File: src/rtl/div_ctrl_pkg.sv
// div_ctrl_pkg: shared constants and state type for the RV32M divide sequencer.
// No ports; imported by div_ctrl and div_step.
package div_ctrl_pkg;

  localparam int DIV_DW   = 32;
  localparam int DIV_AW   = 5;
  localparam int DIV_ITER = 32;

  localparam logic [2:0] FUN3_DIV  = 3'b100;
  localparam logic [2:0] FUN3_DIVU = 3'b101;
  localparam logic [2:0] FUN3_REM  = 3'b110;
  localparam logic [2:0] FUN3_REMU = 3'b111;

  localparam logic [6:0] FUN7_MULDIV = 7'b0000001;

  typedef enum logic [1:0] {
    DIV_IDLE = 2'd0,
    DIV_CALC = 2'd1,
    DIV_DONE = 2'd2
  } div_state_t;

endpackage

File: src/rtl/div_step.sv
// div_step: one combinational restoring-divide iteration.
// Ports: i_rem/i_quo/i_dvs in, o_rem/o_quo out (all W bits).
module div_step
  import div_ctrl_pkg::*;
#(
  parameter int W = DIV_DW
) (
  input  logic [W-1:0] i_rem,
  input  logic [W-1:0] i_quo,
  input  logic [W-1:0] i_dvs,
  output logic [W-1:0] o_rem,
  output logic [W-1:0] o_quo
);

  // Shifted partial remainder needs one extra bit for
  // unsigned divisors with the MSB set.
  logic [W:0] w_sh;
  logic       w_ge;

  assign w_sh  = {i_rem, i_quo[W-1]};
  assign w_ge  = w_sh >= {1'b0, i_dvs};
  assign o_rem = w_ge ? (w_sh[W-1:0] - i_dvs)
                      : w_sh[W-1:0];
  assign o_quo = {i_quo[W-2:0], w_ge};

endmodule

File: src/rtl/div_ctrl.sv
// div_ctrl: multi-cycle DIV/DIVU/REM/REMU sequencer with stall/flush handshake.
// Ports: clk_i, rst_i, start_i, funct3_i, op1_i, op2_i, reg_waddr_i, flush_i -> stall_o, busy_o, reg_we_o, reg_waddr_o, reg_wdata_o.
module div_ctrl
  import div_ctrl_pkg::*;
#(
  parameter int DATA_WIDTH  = DIV_DW,
  parameter int RADDR_WIDTH = DIV_AW
) (
  input  logic                   clk_i,
  input  logic                   rst_i,
  input  logic                   start_i,
  input  logic [2:0]             funct3_i,
  input  logic [DATA_WIDTH-1:0]  op1_i,
  input  logic [DATA_WIDTH-1:0]  op2_i,
  input  logic [RADDR_WIDTH-1:0] reg_waddr_i,
  input  logic                   flush_i,
  output logic                   stall_o,
  output logic                   busy_o,
  output logic                   reg_we_o,
  output logic [RADDR_WIDTH-1:0] reg_waddr_o,
  output logic [DATA_WIDTH-1:0]  reg_wdata_o
);

  localparam int W  = DATA_WIDTH;
  localparam int CW = $clog2(DIV_ITER);
  localparam logic [CW-1:0] LAST = CW'(DIV_ITER - 1);

  div_state_t             r_state;
  logic [CW-1:0]          r_cnt;
  logic [2:0]             r_funct3;
  logic [RADDR_WIDTH-1:0] r_waddr;
  logic [W-1:0]           r_rem;
  logic [W-1:0]           r_quo;
  logic [W-1:0]           r_dvs;
  logic [W-1:0]           r_res;
  logic                   r_qneg;
  logic                   r_rneg;

  logic         w_signed;
  logic         w_rem_op;
  logic         w_dz;
  logic         w_ovf;
  logic [W-1:0] w_a_abs;
  logic [W-1:0] w_b_abs;
  logic [W-1:0] w_spec;
  logic [W-1:0] w_rem_n;
  logic [W-1:0] w_quo_n;
  logic         w_r_rem;
  logic [W-1:0] w_fin;
  logic         w_wr;

  assign w_signed = (funct3_i == FUN3_DIV)
                  | (funct3_i == FUN3_REM);
  assign w_rem_op = (funct3_i == FUN3_REM)
                  | (funct3_i == FUN3_REMU);

  assign w_a_abs = (w_signed & op1_i[W-1]) ? -op1_i : op1_i;
  assign w_b_abs = (w_signed & op2_i[W-1]) ? -op2_i : op2_i;

  assign w_dz  = op2_i == '0;
  assign w_ovf = w_signed
               & (op1_i == {1'b1, {(W-1){1'b0}}})
               & (op2_i == '1);

  // Results that bypass the iteration loop entirely.
  always_comb begin
    w_spec = '0;
    unique case (1'b1)
      w_dz:     w_spec = w_rem_op ? op1_i : '1;
      w_ovf:    w_spec = w_rem_op ? '0 : op1_i;
      default:  w_spec = '0;
    endcase
  end

  div_step #(.W(W)) u_step (
    .i_rem (r_rem),
    .i_quo (r_quo),
    .i_dvs (r_dvs),
    .o_rem (w_rem_n),
    .o_quo (w_quo_n)
  );

  assign w_r_rem = (r_funct3 == FUN3_REM)
                 | (r_funct3 == FUN3_REMU);
  assign w_fin = w_r_rem
               ? (r_rneg ? -w_rem_n : w_rem_n)
               : (r_qneg ? -w_quo_n : w_quo_n);

  always_ff @(posedge clk_i) begin
    if (rst_i) begin
      r_state  <= DIV_IDLE;
      r_cnt    <= '0;
      r_funct3 <= '0;
      r_waddr  <= '0;
      r_rem    <= '0;
      r_quo    <= '0;
      r_dvs    <= '0;
      r_res    <= '0;
      r_qneg   <= 1'b0;
      r_rneg   <= 1'b0;
    end else if (flush_i) begin
      r_state <= DIV_IDLE;
      r_cnt   <= '0;
    end else begin
      unique case (r_state)
        DIV_IDLE: begin
          if (start_i) begin
            r_funct3 <= funct3_i;
            r_waddr  <= reg_waddr_i;
            if (w_dz | w_ovf) begin
              r_res   <= w_spec;
              r_state <= DIV_DONE;
            end else begin
              r_rem   <= '0;
              r_quo   <= w_a_abs;
              r_dvs   <= w_b_abs;
              r_qneg  <= w_signed & (op1_i[W-1] ^ op2_i[W-1]);
              r_rneg  <= w_signed & op1_i[W-1];
              r_cnt   <= '0;
              r_state <= DIV_CALC;
            end
          end
        end
        DIV_CALC: begin
          r_rem <= w_rem_n;
          r_quo <= w_quo_n;
          r_cnt <= r_cnt + 1'b1;
          if (r_cnt == LAST) begin
            r_res   <= w_fin;
            r_state <= DIV_DONE;
          end
        end
        DIV_DONE: r_state <= DIV_IDLE;
        default:  r_state <= DIV_IDLE;
      endcase
    end
  end

  // Flush in DONE must kill the write in the same cycle,
  // so the write strobe is gated combinationally.
  assign w_wr = (r_state == DIV_DONE) & ~flush_i;

  assign stall_o = ((r_state == DIV_IDLE) & start_i & ~flush_i)
                 | (r_state == DIV_CALC);
  assign busy_o      = r_state != DIV_IDLE;
  assign reg_we_o    = w_wr;
  assign reg_waddr_o = w_wr ? r_waddr : '0;
  assign reg_wdata_o = w_wr ? r_res : '0;

endmodule

File: config.mk
export PLATFORM = sky130hd
export DESIGN_NAME = div_ctrl
export DESIGN_NICKNAME = d
export VERILOG_FILES = /design/src/rtl/div_ctrl_pkg.sv /design/src/rtl/div_step.sv /design/src/rtl/div_ctrl.sv
export SDC_FILE = /design/constraint.sdc
export NUM_CORES = 1
export LEC_CHECK = 0
export BUFFER_PORTS_ARGS = -buffer_cell sky130_fd_sc_hd__buf_2
export CAP_MARGIN = 0
export CELL_PAD_IN_SITES_DETAIL_PLACEMENT = 1
export CELL_PAD_IN_SITES_GLOBAL_PLACEMENT = 1
export CORE_UTILIZATION = 30
export DETAILED_ROUTE_END_ITERATION = 7
export GPL_TIMING_DRIVEN = 0
export PLACE_DENSITY_LB_ADDON = 0.1
export SYNTH_ARGS = -nofsm -noshare
export SYNTH_HDL_FRONTEND = slang
export SYNTH_SLANG_ARGS = --single-unit
File: constraint.sdc
create_clock -name clk_i -period 10.2 [get_ports clk_i]
set_clock_uncertainty 0.05 [all_clocks]
set_input_delay 2.04 -clock clk_i [delete_from_list [all_inputs] [get_ports clk_i]]
set_output_delay 2.04 -clock clk_i [all_outputs]
set_load 0.02 [all_outputs]
**Word-level counts from Yosys, hierarchy flattened**

Cells that the tools add are included.

- Bits in registers: 145
- Bits in latches: 0
- Memory bits (writable): 0
- Bits in read-only memories: 0
- Output and inout port bits: 40
- Memories kept: 0

- Add/sub/neg operators: 6
- $mul: 0
- Divide/modulo/power cells: 0
- $lt $le $gt $ge: 1
- Equal/unequal tests: 14
- Shifts and indexed selects: 0
- Mux-type cells: 28
- Bitwise logic cells: 16
- Reduce and logical (&&, ||, !) cells: 11

Operators with widths:

| kind | count |
|---|---|
| 32-bit two-way mux | 16 |
| 32-bit one-hot mux with 2 select lines | 4 |
| 32-bit negation | 4 |
| 32-bit == test, second input constant | 2 |
| 33-bit by 32-bit greater-or-equal comparator with 1-bit output | 1 |
| 32-bit zero test | 1 |
| 32-bit subtractor | 1 |
| 3-bit == test, second input constant | 5 |
| 5-bit two-way mux | 3 |
| 5-bit one-hot mux with 2 select lines | 1 |
| 1-bit bitwise AND | 8 |
| 2-bit != test, second input constant | 4 |
| 4-bit AND reduction | 2 |
| 2-bit two-way mux | 3 |
| 3-bit AND reduction | 2 |
| 5-bit by 1-bit adder with 5-bit output, second input constant | 1 |
| 5-bit == test, second input constant | 1 |
| 1-bit OR | 5 |
| 5-bit AND reduction | 1 |
| 2-bit one-hot mux with 2 select lines | 1 |
| 2-bit nonzero test | 2 |
| 2-bit by 1-bit == test with 1-bit output, second input constant | 1 |
| 2-bit == test, second input constant | 1 |
| 2-bit zero test | 1 |
| other kinds (4) | 5 |

**Depth between registers and ports, before layout**

- Depth in word-level cells: 8
- Depth in mapped cells: 25

**Cells and area by module**

A second synthesis with hierarchy kept.

- Cell total of the unflattened synthesis: 1634
- Area, all modules: 12465.7 sq um

Modules (own cells, without submodules):

| module | times used | cells an instance | area an instance (sq um) |
|---|---|---|---|
| div_ctrl | 1 | 1279 | 9894.5 |
| div_step | 1 | 355 | 2571.2 |

**Worst setup path before layout**

Ideal clock, no wire load.

- Path type: input to output
- Start point: input port flush_i
- End point: output port stall_o
- Arrival time: 3060 ps
- Data required time: 8110 ps
- Path slack: 5050 ps
- Stages: 3
- Cells stage by stage: or4b_2 clkbuf_1 nand2_1

- Cells in the longest elaborated chain, start to end: 3

Ends and longest elaborated chain:

| element | line | text |
|---|---|---|
| from (decl) | div_ctrl.sv:16 | `input logic flush_i,` |
| 1-bit NOT (no source line) | -- |  |
| 1-bit bitwise AND | div_ctrl.sv:143 | `assign stall_o = ((r_state == DIV_IDLE) & start_i & ~flush_i)` |
| 1-bit OR | div_ctrl.sv:144 | `\| (r_state == DIV_CALC);` |
| to (decl) | div_ctrl.sv:17 | `output logic stall_o,` |

Every way passes these cells.

**Worst setup path after layout**

- Start point: register r_rem[13]
- End point: register r_res[24]

- Cells in the longest elaborated chain, start to end: 7
- Elaborated cells on any way between the ends: 10
- Classes of those cells: add/sub (3); order compare (1); mux (6)

Ends and longest elaborated chain:

| element | line | text |
|---|---|---|
| from (decl) | div_ctrl.sv:32 | `logic [W-1:0] r_rem;` |
| from (signal assigned) | div_ctrl.sv:125 | `r_rem <= w_rem_n;` |
| 32-bit subtractor or 33-bit by 32-bit greater-or-equal comparator with 1-bit output (tied branches) | div_step.sv:22, div_step.sv:21 |  |
| 32-bit two-way mux | div_step.sv:22 | `assign o_rem = w_ge ? (w_sh[W-1:0] - i_dvs)` |
| 32-bit negation | div_ctrl.sv:86 | `? (r_rneg ? -w_rem_n : w_rem_n)` |
| 32-bit two-way mux | div_ctrl.sv:86 |  |
| 32-bit two-way mux * | div_ctrl.sv:86 |  |
| 32-bit two-way mux * | div_ctrl.sv:128 | `if (r_cnt == LAST) begin` |
| 32-bit one-hot mux with 2 select lines * | div_ctrl.sv:105 | `unique case (r_state)` |
| to (signal assigned) | div_ctrl.sv:111 | `r_res <= w_spec;` |
| to (signal assigned) | div_ctrl.sv:129 | `r_res <= w_fin;` |
| to (decl) | div_ctrl.sv:35 | `logic [W-1:0] r_res;` |

Every way passes the cells marked *; elsewhere a longest branch is shown, timed or not. The select of a mux whose other input is x is not followed.
A chain may end at the register's enable or synchronous reset.

==> flow_summary_export.csv <==
group,metric,value,unit
die,floorplan.die_area,41600,um2
clocking,tritoncts,"done",
critical_path,worstSetupPathType,"flop to flop",
grt,first_global_vias,13490,
clocking,clock_sinks,144,
timing,timing.final.setup_violations,0,
yosys,synthTopCellsByCount,"sky130_fd_sc_hd__nor2_1 (238), sky130_fd_sc_hd__nand2_1 (166), sky130_fd_sc_hd__dfxtp_1 (144)",
pwr,cell_internal_pwr,0.00113,W
final_layout,fillCellCount,5041,
final_layout,area_of_the_multi_input_gates,8640,um2
die,rows,73,
clocking,cts.reportedPaths.clkPinSlew,0.08,ns
timing,rsz0062_at_grt,"false",
place,post_placement_cell_area,13500,um2
hold_path,hold_path_class,"flop to flop",
yosys,post-synth-top-count-cell,"sky130_fd_sc_hd__nor2_1",
run_status,status,"completed",
drt,route.vias.total,13803,
final_layout,area_delta_synth_final,15.3,%
pwr,p_clk_frac,0.391,
critical_path,timing.critical_path.arrival,7.06,ns
yosys,yosysWarningCount,0,
yosys,ys_top_cells_by_area,"sky130_fd_sc_hd__dfxtp_1 (24%), sky130_fd_sc_hd__nor2_1 (7.3%), sky130_fd_sc_hd__a21oi_1 (5.8%)",
timing,final-max-slew-violation-count,0,
pwr,total_leakage_power,5.53,nW
timing,timing.final.hold_violations,0,
yosys,netlist_area,12200,um2
final_layout,final_cell_area,14100,um2
pwr,vdd.ir_drop.worst,0.130,mV
final_layout,num_antenna_cells,0,
drt,met3RoutedLength,2620,um
clocking,tritoncts.num_buffers,17,
timing,worstMarginPinSlew,1.14,ns
grt,track_usage,0.275,
critical_path,crit_path_end_kind,"flop",
yosys,synthArstFlopShare,0,
critical_path,reg2reg_from,"r_rem[13]",
pwr,power.sequential.fraction,0.341,
pwr,relative_contribution_of_combinational_cells_to_total_power,0.267,
critical_path,critPathLaunch,"r_rem[13]",
hold_path,hold_path_startpoint,"r_waddr[1]",
timing,final.period_utilization,0.658,
yosys,syn-num-nets,1842,
clocking,ctsHtreeMaxLevel,4,
timing,period_minus_slack,6.72,ns
drt,detailedRoute.firstPassIterationCount,5,
yosys,postSynthRegisterBits,144,
drt,routed-wl-met2,26000,um
timing,timing.fmax,149,MHz
timing,finalSetupTns,0,ns
yosys,synth.lib_cells_used.distinct,87,
clocking,postCtsResizedCells,0,
pwr,power.switching_fraction,0.360,
yosys,biggest_area_consumer_among_synthesized_cells,"sky130_fd_sc_hd__dfxtp_1",
final_layout,final_layout_size_suffix_gt1_frac,0.118,
die,io_pins,116,
clocking,worstSkewPairLatency,0.47,ns
drt,routed_via_density,5.76,
grt,maximum_number_of_pins_on_one_net_before_global_route_repair,17,
clocking,ctsRootBufferMaster,"sky130_fd_sc_hd__clkbuf_16",
final_layout,register_area,2880,um2
pwr,p_sw,0.000633,W
critical_path,critical_path_required,10.55,ns
die,die_w,204,um
drt,drtIter0Drc,1025,
pwr,power_density,125,nW/um2
clocking,postCtsSetupRepairBufs,0,
drt,top_signal_layer_used,"met4",
grt,grt.overflow.total,0,
die,die_h,204,um
critical_path,critPathMaxFanout,10,
place,dpl.hpwl,45500,um
grt,grt_first_pass_wirelength,86000,um
yosys,synth_edf_count,0,
yosys,synth_seq_area_share,0.236,
clocking,cts.path.max_buffers,2,
drt,drt_drc_violations_left,0,
yosys,synthDominantCellAreaShare,0.236,
drt,antenna_violating_nets_post_route,0,
yosys,syn_inst,1726,
die,effective_utilization_at_floorplan,0.306,
critical_path,timing.critical_path.from_type,"flop",
flow_run,max_cap_viol_count,0,
yosys,postSynth.topFlopCell,"sky130_fd_sc_hd__dfxtp_1",
place,placement.io_buffers,115,
final_layout,finalNetCount,1976,
grt,grt_antenna_before_repair,1,
die,coreArea,40000,um2
yosys,avg_synthesized_cell_area,7.08,um2
timing,tightest_hold_margin,0.404,ns
drt,wl_per_cell,23.8,um
drt,routed_wirelength,57200,um
drt,m1WireLength,27900,um
place,gp_routability_congestion,0.911,
timing,relSlewSlack,0.233,
clocking,ctsHoldBuffers,0,
-- final timing paths --
check                             endpoint  slack (ns)  depth (start not counted)
worst max-delay path             r_res[24]        3.48                         24
worst min-delay path            r_waddr[1]        0.40                          2
worst max register to register   r_res[24]        3.48                         24
worst min register to register  r_waddr[1]        0.40                          2
-- registers in the layout (all words and copies together), names as in the netlist --
signal,cells
r_res,32
r_state,2
r_rem,32
r_qneg,1
r_dvs,32
r_cnt,5
r_quo,32
r_funct3,2
r_waddr,5
r_rneg,1
-- layout by cell type (no fill, tap or decap), types with 21 or more instances in the layout --
cell type and n:
sky130_fd_sc_hd__a21oi_1 141, sky130_fd_sc_hd__and2_1 50, sky130_fd_sc_hd__nor4_1 22, sky130_fd_sc_hd__nor2_1 238
sky130_fd_sc_hd__dfxtp_1 144, sky130_fd_sc_hd__o211ai_1 30, sky130_fd_sc_hd__nor3_1 50, sky130_fd_sc_hd__xor2_1 69
sky130_fd_sc_hd__ha_1 39, sky130_fd_sc_hd__xnor2_1 55, sky130_fd_sc_hd__buf_2 146, sky130_fd_sc_hd__nand4_1 21
sky130_fd_sc_hd__a22oi_1 30, sky130_fd_sc_hd__o21ai_0 98, sky130_fd_sc_hd__nand2_1 166, sky130_fd_sc_hd__a211oi_1 66
sky130_fd_sc_hd__o31ai_1 30, sky130_fd_sc_hd__nand3_1 34, sky130_fd_sc_hd__inv_1 54, sky130_fd_sc_hd__clkbuf_1 79
sky130_fd_sc_hd__or3_1 24
-- cell type report --
| class | instances | share of cell area |
|---|---|---|
| Sequential cell | 144 | 0.205 |
| Tap cell | 525 | 0.0466 |
| Multi-Input combinational cell | 1407 | 0.613 |
| Buffer | 119 | 0.0363 |
| Clock buffer | 18 | 0.0312 |
| Timing Repair Buffer | 115 | 0.0408 |
| Inverter | 56 | 0.0149 |
| Clock inverter | 14 | 0.0127 |
-- kinds of logic after synthesis --
logic type | after synthesis | share of synthesized area
buffers and inverters | 175 | 0.0590
muxes | 13 | 0.0112
and+or+nand+nor | 689 | 0.269
adders and majority gates | 40 | 0.0415
AOI/OAI and AO/OA | 541 | 0.294
xor gates and xnor gates | 124 | 0.0888
DFF | 144 | 0.236
-- routing by layer --
| metal | vias to the layer above | track usage |
|---|---|---|
| li1 | 6529 | - |
| met5 | - | 0 |
| met2 | 370 | 0.439 |
| met3 | 46 | 0.0333 |
| met1 | 6858 | 0.392 |
| met4 | 0 | 0.0618 |
-- power groups by stage --
| stage | clock network (W) | registers (W) | logic (W) |
|---|---|---|---|
| finish | 0.000689 | 0.000601 | 0.000470 |
| global route | 0.000721 | 0.000603 | 0.000511 |
| CTS | 0.000697 | 0.000600 | 0.000466 |
| detailed placement | 0 | 0.000613 | 0.000463 |
| global placement | 0 | 0.000612 | 0.000457 |
| floorplan | 0 | 0.000605 | 0.000299 |
-- stage by stage --
step / setup slack (ns) / utilization / cells / total power [W]
final: 3.48 / 0.352 / 2398 / 0.00176
after global routing: 3.21 / 0.352 / 2398 / 0.00184
after CTS: 3.59 / 0.352 / 2398 / 0.00176
after detailed placement: 3.69 / 0.337 / 2366 / 0.00108
after global placement: 3.72 / 0.336 / 2366 / 0.00107
after floorplan: 5.05 / - / 1726 / 0.000905
-- critical path, stage by stage, from the launching register on --
cell and delay (ns):
sky130_fd_sc_hd__dfxtp_1 0.51, sky130_fd_sc_hd__ha_1 0.28, sky130_fd_sc_hd__buf_2 0.17, sky130_fd_sc_hd__a21oi_1 0.31, sky130_fd_sc_hd__o211ai_1 0.15, sky130_fd_sc_hd__a21boi_1 0.29, sky130_fd_sc_hd__a31oi_1 0.19, sky130_fd_sc_hd__or2_1 0.26
sky130_fd_sc_hd__buf_4 0.17, sky130_fd_sc_hd__inv_2 0.11, sky130_fd_sc_hd__buf_6 0.17, sky130_fd_sc_hd__clkbuf_1 0.47, sky130_fd_sc_hd__buf_1 0.63, sky130_fd_sc_hd__ha_1 0.34, sky130_fd_sc_hd__nand2_1 0.15, sky130_fd_sc_hd__or2_1 0.28
sky130_fd_sc_hd__nand2b_1 0.24, sky130_fd_sc_hd__or2_2 0.33, sky130_fd_sc_hd__clkbuf_1 0.20, sky130_fd_sc_hd__o31ai_1 0.34, sky130_fd_sc_hd__xor2_1 0.17, sky130_fd_sc_hd__a221oi_2 0.39, sky130_fd_sc_hd__nand2_1 0.09, sky130_fd_sc_hd__mux2i_1 0.19
sky130_fd_sc_hd__a221o_1 0.15
Note: power is estimated with default switching activity, not from simulation.
